### config.mk
export PLATFORM = sky130hd
export DESIGN_NAME = rv32v_elem_sequencer_flat
export DESIGN_NICKNAME = d
export VERILOG_FILES = /design/src/rtl/rv32v_types_pkg.sv /design/src/rtl/rv32v_elem_sequencer_if.sv /design/src/rtl/rv32v_elem_offset.sv /design/src/rtl/rv32v_elem_sequencer.sv /design/src/flat_wrapper.sv
export SDC_FILE = /design/constraint.sdc
export NUM_CORES = 1
export LEC_CHECK = 0
export ABC_AREA = 1
export CAP_MARGIN = 10
export CORE_MARGIN = 4
export CORE_UTILIZATION = 46
export DETAILED_ROUTE_END_ITERATION = 6
export HOLD_SLACK_MARGIN = 0.12
export PLACE_DENSITY = 0.92
export SYNTH_ARGS = -nofsm -noshare
export SYNTH_HDL_FRONTEND = slang
export SYNTH_SLANG_ARGS = --single-unit
### constraint.sdc
create_clock -name CLK -period 5.7 [get_ports CLK]
set_input_delay 1.14 -clock CLK [delete_from_list [all_inputs] [get_ports CLK]]
set_output_delay 1.14 -clock CLK [all_outputs]
set_load 0.005 [all_outputs]
### src/rtl/rv32v_types_pkg.sv
// ---------------------------------------------------------------------------
// rv32v_types_pkg
// Shared types for the two-lane vector execute stage.
//   VL_WIDTH    : element-index width (2**VL_WIDTH >= VLMAX = 128)
//   OFFSET_W    : width of an element offset inside one destination register
//   sew_t       : element width code (SEW_8, SEW_16, SEW_32)
//   offset_t    : element offset within a destination register
//   seq_state_t : element sequencer states (IDLE, RUN, DONE0)
// ---------------------------------------------------------------------------
package rv32v_types_pkg;

    localparam int VLEN_DEF = 128;
    localparam int VL_WIDTH = 7;
    localparam int OFFSET_W = $clog2(VLEN_DEF / 8);

    typedef enum logic [1:0] {
        SEW_8  = 2'd0,
        SEW_16 = 2'd1,
        SEW_32 = 2'd2
    } sew_t;

    typedef logic [OFFSET_W-1:0] offset_t;

    typedef enum logic [1:0] {
        IDLE  = 2'd0,
        RUN   = 2'd1,
        DONE0 = 2'd2
    } seq_state_t;

    // Effective destination width code: a widening op writes 2*SEW elements.
    // A result of 3 (64-bit) never comes from decode but is still handled.
    function automatic logic [1:0] effWidth(input sew_t s, input logic widen);
        return 2'(s) + {1'b0, widen};
    endfunction

endpackage

### src/rtl/rv32v_elem_sequencer_if.sv
// ---------------------------------------------------------------------------
// rv32v_elem_sequencer_if
// Groups the decode handshake, hazard controls and lane-side pair outputs of
// the element sequencer.
//   master : decode / hazard side (drives instruction + stall/flush)
//   slave  : the sequencer (drives in_ready and the per-lane pair outputs)
// Signals:
//   in_valid/in_ready, vl, vstart, sew, vd_widen  : instruction handoff
//   stall, flush                                   : hazard unit controls
//   out_valid, wen, elem_idx0/1, woffset0/1,
//   vreg_off0/1, last, busy                        : pair presented to lanes
// ---------------------------------------------------------------------------
interface rv32v_elem_sequencer_if #(
    parameter int VL_WIDTH = rv32v_types_pkg::VL_WIDTH
);
    import rv32v_types_pkg::*;

    logic                in_valid;
    logic                in_ready;
    logic [31:0]         vl;
    logic [31:0]         vstart;
    sew_t                sew;
    logic                vd_widen;
    logic                stall;
    logic                flush;
    logic                out_valid;
    logic [1:0]          wen;
    logic [VL_WIDTH-1:0] elem_idx0;
    logic [VL_WIDTH-1:0] elem_idx1;
    offset_t             woffset0;
    offset_t             woffset1;
    logic [2:0]          vreg_off0;
    logic [2:0]          vreg_off1;
    logic                last;
    logic                busy;

    modport master (
        output in_valid, vl, vstart, sew, vd_widen, stall, flush,
        input  in_ready, out_valid, wen, elem_idx0, elem_idx1,
               woffset0, woffset1, vreg_off0, vreg_off1, last, busy
    );

    modport slave (
        input  in_valid, vl, vstart, sew, vd_widen, stall, flush,
        output in_ready, out_valid, wen, elem_idx0, elem_idx1,
               woffset0, woffset1, vreg_off0, vreg_off1, last, busy
    );

endinterface

### src/rtl/rv32v_elem_offset.sv
// ---------------------------------------------------------------------------
// rv32v_elem_offset
// Splits an absolute element index into (register within the LMUL group,
// element slot within that register) for effective width code e.
// Elements per register is VLEN/(8<<e), a power of two, so the split is a
// shift and a mask.
// Ports:
//   idx_i      : absolute element index
//   e_i        : effective width code (0=8b, 1=16b, 2=32b, 3=64b)
//   woffset_o  : idx mod elements-per-register
//   vreg_off_o : idx / elements-per-register (register offset in the group)
// ---------------------------------------------------------------------------
module rv32v_elem_offset #(
    parameter int VLEN     = 128,
    parameter int VL_WIDTH = rv32v_types_pkg::VL_WIDTH
) (
    input  logic [VL_WIDTH-1:0]      idx_i,
    input  logic [1:0]               e_i,
    output rv32v_types_pkg::offset_t woffset_o,
    output logic [2:0]               vreg_off_o
);
    import rv32v_types_pkg::*;

    localparam int OFF_W = $clog2(VLEN / 8);

    logic [2:0]          shAmt;
    logic [VL_WIDTH-1:0] mask;

    // log2(elements per register) = log2(VLEN/8) - e; the low bits of the
    // index select the slot and the remaining bits select the register.
    always_comb begin
        shAmt      = 3'(OFF_W) - {1'b0, e_i};
        mask       = VL_WIDTH'((1 << shAmt) - 1);
        woffset_o  = offset_t'(idx_i & mask);
        vreg_off_o = 3'(idx_i >> shAmt);
    end

endmodule

### src/rtl/rv32v_elem_sequencer.sv
// ---------------------------------------------------------------------------
// rv32v_elem_sequencer
// Per-instruction element sequencer for the two-lane vector execute stage.
// Accepts one instruction's length configuration and then presents element
// pairs (idx, idx+1) from vstart up to vl-1, one pair per cycle.
// Ports:
//   CLK          : clock
//   nRST         : synchronous active-low reset
//   bus          : rv32v_elem_sequencer_if.slave (handshake, stall/flush,
//                  per-lane wen / element index / offsets, last, busy)
//   stall_cycles : cycles spent with busy & stall, saturating
//                  (only when RV32V_SEQ_STALL_CNT_EN is defined)
// Configuration macro: RV32V_SEQ_STALL_CNT_EN
// ---------------------------------------------------------------------------
module rv32v_elem_sequencer #(
    parameter int VLEN     = 128,
    parameter int VL_WIDTH = rv32v_types_pkg::VL_WIDTH
) (
    input  logic                 CLK,
    input  logic                 nRST,
`ifdef RV32V_SEQ_STALL_CNT_EN
    output logic [31:0]          stall_cycles,
`endif
    rv32v_elem_sequencer_if.slave bus
);
    import rv32v_types_pkg::*;

    localparam int CW = VL_WIDTH + 1;

    seq_state_t          state_q, state_d;
    logic [CW-1:0]       idx_q, idx_d;
    logic [CW-1:0]       vl_q, vl_d;
    sew_t                sew_q, sew_d;
    logic                widen_q, widen_d;

    logic [CW:0]         idxPlus1;
    logic [CW:0]         idxPlus2;
    logic [CW:0]         vlExt;
    logic                runLast;
    logic                inReady;
    logic                outValid;
    logic [1:0]          wen;
    logic                lastPair;
    logic [VL_WIDTH-1:0] laneIdx0;
    logic [VL_WIDTH-1:0] laneIdx1;
    logic [1:0]          eCode;
    logic                unused_hi;

    // Only the low VL_WIDTH+1 bits of vl/vstart carry meaning.
    assign unused_hi = ^{bus.vl[31:CW], bus.vstart[31:CW]};

    // Comparisons are done one bit wider so idx+2 can never wrap past vl.
    assign vlExt    = {1'b0, vl_q};
    assign idxPlus1 = {1'b0, idx_q} + 1'b1;
    assign idxPlus2 = {1'b0, idx_q} + 2'd2;
    assign runLast  = (idxPlus2 >= vlExt);

    // Next-state and pair outputs. Flush overrides everything, including an
    // instruction that would otherwise be accepted this cycle; an accept in
    // the final RUN or DONE0 cycle reloads directly so no bubble appears.
    always_comb begin
        state_d  = state_q;
        idx_d    = idx_q;
        vl_d     = vl_q;
        sew_d    = sew_q;
        widen_d  = widen_q;
        inReady  = 1'b0;
        outValid = 1'b0;
        wen      = 2'b00;
        lastPair = 1'b0;

        case (state_q)
            IDLE: begin
                inReady = 1'b1;
            end
            RUN: begin
                outValid = 1'b1;
                wen      = {(idxPlus1 < vlExt), 1'b1};
                lastPair = runLast;
                inReady  = runLast && !bus.stall;
                if (!bus.stall) begin
                    if (runLast) begin
                        state_d = IDLE;
                    end else begin
                        idx_d = idxPlus2[CW-1:0];
                    end
                end
            end
            DONE0: begin
                outValid = 1'b1;
                lastPair = 1'b1;
                inReady  = !bus.stall;
                if (!bus.stall) begin
                    state_d = IDLE;
                end
            end
            default: begin
                state_d = IDLE;
            end
        endcase

        if (bus.flush) begin
            state_d  = IDLE;
            idx_d    = idx_q;
            inReady  = 1'b0;
            outValid = 1'b0;
            wen      = 2'b00;
        end else if (inReady && bus.in_valid) begin
            vl_d    = bus.vl[CW-1:0];
            idx_d   = bus.vstart[CW-1:0];
            sew_d   = bus.sew;
            widen_d = bus.vd_widen;
            state_d = (bus.vstart[CW-1:0] >= bus.vl[CW-1:0]) ? DONE0 : RUN;
        end
    end

    // State and latched instruction fields.
    always_ff @(posedge CLK) begin
        if (!nRST) begin
            state_q <= IDLE;
            idx_q   <= '0;
            vl_q    <= '0;
            sew_q   <= SEW_8;
            widen_q <= 1'b0;
        end else begin
            state_q <= state_d;
            idx_q   <= idx_d;
            vl_q    <= vl_d;
            sew_q   <= sew_d;
            widen_q <= widen_d;
        end
    end

    // Index outputs read as zero while idle so stale indices never leak out.
    assign laneIdx0 = (state_q == IDLE) ? '0 : idx_q[VL_WIDTH-1:0];
    assign laneIdx1 = (state_q == IDLE) ? '0 : idxPlus1[VL_WIDTH-1:0];
    assign eCode    = effWidth(sew_q, widen_q);

    rv32v_elem_offset #(.VLEN(VLEN), .VL_WIDTH(VL_WIDTH)) u_off0 (
        .idx_i      (laneIdx0),
        .e_i        (eCode),
        .woffset_o  (bus.woffset0),
        .vreg_off_o (bus.vreg_off0)
    );

    rv32v_elem_offset #(.VLEN(VLEN), .VL_WIDTH(VL_WIDTH)) u_off1 (
        .idx_i      (laneIdx1),
        .e_i        (eCode),
        .woffset_o  (bus.woffset1),
        .vreg_off_o (bus.vreg_off1)
    );

    assign bus.in_ready  = inReady;
    assign bus.out_valid = outValid;
    assign bus.wen       = wen;
    assign bus.last      = lastPair;
    assign bus.busy      = (state_q != IDLE);
    assign bus.elem_idx0 = laneIdx0;
    assign bus.elem_idx1 = laneIdx1;

`ifdef RV32V_SEQ_STALL_CNT_EN
    logic [31:0] stallCnt_q;

    // Performance counter: cycles the sequencer is occupied but held by the
    // hazard unit. Sticks at all-ones instead of wrapping.
    always_ff @(posedge CLK) begin
        if (!nRST) begin
            stallCnt_q <= '0;
        end else if ((state_q != IDLE) && bus.stall && (stallCnt_q != 32'hFFFF_FFFF)) begin
            stallCnt_q <= stallCnt_q + 32'd1;
        end
    end

    assign stall_cycles = stallCnt_q;
`endif

endmodule

### src/flat_wrapper.sv
// flat-port wrapper written by rule: the top's interface ports become plain ports
module rv32v_elem_sequencer_flat import rv32v_types_pkg::*;
#(
    parameter int VLEN     = 128,
    parameter int VL_WIDTH = rv32v_types_pkg::VL_WIDTH
)
  (CLK, nRST, bus_in_valid, bus_vl, bus_vstart, bus_sew, bus_vd_widen, bus_stall, bus_flush, bus_in_ready, bus_out_valid, bus_wen, bus_elem_idx0, bus_elem_idx1, bus_woffset0, bus_woffset1, bus_vreg_off0, bus_vreg_off1, bus_last, bus_busy);
  rv32v_elem_sequencer_if #(.VL_WIDTH(VL_WIDTH)) bus_i ();
  input  logic CLK;
  input  logic nRST;
  input wire logic [$bits(bus_i.in_valid)-1:0] bus_in_valid;
  input wire logic [$bits(bus_i.vl)-1:0] bus_vl;
  input wire logic [$bits(bus_i.vstart)-1:0] bus_vstart;
  input wire logic [$bits(bus_i.sew)-1:0] bus_sew;
  input wire logic [$bits(bus_i.vd_widen)-1:0] bus_vd_widen;
  input wire logic [$bits(bus_i.stall)-1:0] bus_stall;
  input wire logic [$bits(bus_i.flush)-1:0] bus_flush;
  output wire logic [$bits(bus_i.in_ready)-1:0] bus_in_ready;
  output wire logic [$bits(bus_i.out_valid)-1:0] bus_out_valid;
  output wire logic [$bits(bus_i.wen)-1:0] bus_wen;
  output wire logic [$bits(bus_i.elem_idx0)-1:0] bus_elem_idx0;
  output wire logic [$bits(bus_i.elem_idx1)-1:0] bus_elem_idx1;
  output wire logic [$bits(bus_i.woffset0)-1:0] bus_woffset0;
  output wire logic [$bits(bus_i.woffset1)-1:0] bus_woffset1;
  output wire logic [$bits(bus_i.vreg_off0)-1:0] bus_vreg_off0;
  output wire logic [$bits(bus_i.vreg_off1)-1:0] bus_vreg_off1;
  output wire logic [$bits(bus_i.last)-1:0] bus_last;
  output wire logic [$bits(bus_i.busy)-1:0] bus_busy;
  assign bus_i.in_valid = bus_in_valid;
  assign bus_i.vl = bus_vl;
  assign bus_i.vstart = bus_vstart;
  assign bus_i.sew = bus_sew;
  assign bus_i.vd_widen = bus_vd_widen;
  assign bus_i.stall = bus_stall;
  assign bus_i.flush = bus_flush;
  assign bus_in_ready = bus_i.in_ready;
  assign bus_out_valid = bus_i.out_valid;
  assign bus_wen = bus_i.wen;
  assign bus_elem_idx0 = bus_i.elem_idx0;
  assign bus_elem_idx1 = bus_i.elem_idx1;
  assign bus_woffset0 = bus_i.woffset0;
  assign bus_woffset1 = bus_i.woffset1;
  assign bus_vreg_off0 = bus_i.vreg_off0;
  assign bus_vreg_off1 = bus_i.vreg_off1;
  assign bus_last = bus_i.last;
  assign bus_busy = bus_i.busy;
  rv32v_elem_sequencer #(.VLEN(VLEN), .VL_WIDTH(VL_WIDTH)) u_core (.CLK(CLK), .nRST(nRST), .bus(bus_i));
endmodule
==> metrics <==
mux cell area share after synthesis=0%; hold path depth=2; post-route setup slack=1.50 ns; synthesized area=2330 um2; Hold Vio Cnt, Final=0; core box area=4820 um2; Hold EP=u_core.sew_q[1]; Via Count=2509; grt met1 use=25.5%; Inst Count DP=476; final RePlAce weighted congestion=0.998; CP Max Fanout=5; vias in the first global route=2318; HPWL after DPL=5070 um; final setup fails=0; worst relative slew slack=53.3%; FMAX=0.238 GHz; nets@finish=521; CTS root buf=clkbuf_8; DRT antenna net count=0; drt total wl=6260 um; initial DRC count=156; final std cells w/o fill=480; CTS tree=done; GRT met3 Usage=1.81%; Post-Syn Area per Cell=6.44 um2; M2 GR Usage=37.0%; CTS Buf Count=3; r2r startpoint=u_core.idx_q[1]; worst hold-check path type=reg2reg; Post-Synth XOR/XNOR Area=3.01%; fin crit share=73.7%; die area=6270 um2; Yosys Warn Count=0; simple-gate share of the synthesized area=29.7%; Sinks on Clock Net=21; Yosys cell types=35; WP data required=4.56 ns; Via density=5.23; Synth Instances=362; P_leak=0.00144 uW; I/O pin cnt=106; GRT Total Usage=20.3%; cts hold-fix bufs=0; max cap viols=0; largest net degree at the start of global routing=29; Final Skew=0.00123 ns; Power Total=495 uW; Pins Over Slew Limit=0; Worst R2R End=u_core.idx_q[5]; layout cells sized above 1=5.33%; largest family of logic cells by synthesized area=simple AND/OR/NAND/NOR gates; clk buf depth=2; Antenna Cells=0; Layout Utilization=61.6%; sequential area share after synthesis=18.0%; number of port buffers=57; remaining global-route overflow=0; antenna violations before repair=0; first-pass GRT wire length=10500 um; drt first pass iters=6; die height=79.2 um; Worst-path clk slew=0.08 ns; pre-CTS setup slack=1.80 ns; worst slew pin tran=0.698 ns; Synth Net Count=469; Yosys reg bits=21; die span in x=79.2 um; routed len/inst=13.0 um; TNS Setup=0 ns; post-CTS sizing=0; Worst setup EP type=output port; hold path start=u_core.sew_q[1]; reg2reg path depth=19; CTS H-tree depth=1; most used routing layer=met2; Arr. time, crit path=3.06 ns; Post-CTS Setup Bufs=0; Initial Utilization=48.4%; power per standard cell area=167 nW/um2; Compound-Gate Fraction of Synth Area=17.3%; Site Rows=25; CP Launch Type=flop; register-to-register setup slack=2.67 ns; Post-Synth Adder-Cell Area=18.8%; Tmin final=4.20 ns; drt drc=0; P&R area growth vs syn=27.4%; outcome=complete, no violations; VDD IR max=126 uV; WS Path Type=reg2out; Worst-Skew Late Latency=0.26 ns; RSZ-0062 raised after global routing=false
-- state kept, by name, indices dropped and copies added, names as in the netlist --
name and count:
u_core.widen_q 1, u_core.idx_q 8, u_core.vl_q 8, u_core.sew_q 2, u_core.state_q 2
-- stage by stage --
| step | instance area (um2) | hold slack (ns) |
|---|---|---|
| finish | 2970 | 0.490 |
| global placement | 2920 | 0.460 |
| floorplan | 2330 | 0.447 |
| detailed placement | 2920 | 0.474 |
| CTS | 2970 | 0.485 |
| global route | 2970 | 0.520 |
-- synthesized netlist by cell type, drive strengths merged --
cell | instances | area share (%)
a21boi | 1 | 0.32
a21oi | 32 | 7.2
a31o | 1 | 0.38
buf | 6 | 2.0
clkbuf | 4 | 0.64
clkinv | 1 | 0.38
dfxtp | 21 | 18
ha | 35 | 19
inv | 63 | 10
nand2 | 83 | 13
nand3 | 21 | 6.0
nand3b | 1 | 0.32
nand4 | 3 | 1.4
nor2 | 45 | 7.8
nor3 | 3 | 0.64
o2111ai | 1 | 0.38
o211ai | 2 | 0.64
o21ai | 24 | 6.0
o21bai | 3 | 0.97
o221ai | 4 | 1.5
xnor2 | 1 | 0.38
xor2 | 7 | 2.6
-- critical path: stages, from the launching register on --
cell and delay, ns:
dfxtp_1 0.42, inv_1 0.15, nor2_2 0.20, xor2_1 0.12, ha_1 0.31, nand2_1 0.07, nor2_1 0.10, nand2_1 0.05
nand3_1 0.08, nand2_1 0.08, nand2_1 0.08, nand2_1 0.07, nand2_2 0.10, nand3_2 0.09, nand3_4 0.11, nand2_1 0.11
nor2_4 0.14, clkdlybuf4s50_1 0.52
-- cells in the final DEF, fill, tap and decap left out, types with 3 or more instances in the layout --
cell             count
clkdlybuf4s50_1     57
o221ai_1             4
a21oi_1             30
o21ai_2              5
nor3_1               3
o21ai_1              4
o21bai_1             3
inv_1               62
nor2_1              42
dfxtp_1             21
xor2_1               7
ha_1                35
nand3_1             17
clkbuf_8             3
o21ai_0             15
nand2_1             82
-- worst max path at each step --
stage	from	to	slack, ns	cells after the start
finish	u_core.idx_q[1]	bus_in_ready	1.50	17
floorplan	u_core.idx_q[2]	bus_in_ready	2.70	17
global route	u_core.widen_q	bus_vreg_off0[1]	1.30	8
global placement	bus_flush	bus_wen[1]	1.82	5
CTS	u_core.idx_q[1]	bus_in_ready	1.53	17
detailed placement	bus_flush	bus_wen[1]	1.80	5
-- cells by family (layout without fill, tap and decap cells) --
| family | after synthesis | after routing |
|---|---|---|
| simple gates | 156 | 156 |
| compound gates | 68 | 68 |
| buf+inv | 74 | 125 |
| flops | 21 | 21 |
| fa+ha+maj | 35 | 35 |
| xor+xnor | 8 | 8 |
-- metal layers --
metal | up-vias | part of all wire, %
met5 | - | 0
met4 | 0 | 1.9
met3 | 15 | 7.5
met2 | 121 | 48
met1 | 1109 | 43
li1 | 1264 | -
-- cell type report --
cell class                 count  area [um2]
tap                           67        83.8
inverter                      64         245
sequential                    21         420
clock buffer                   4        45.0
fill                         455        1850
timing repair buffer          57         571
multi-input combinational    267        1600
-- report_power, final --
part | internal [uW] | switching [uW]
clock network | 49.9 | 49.3
logic | 98.4 | 131
registers | 157 | 9.78
Power figures use the tool's default switching activity.
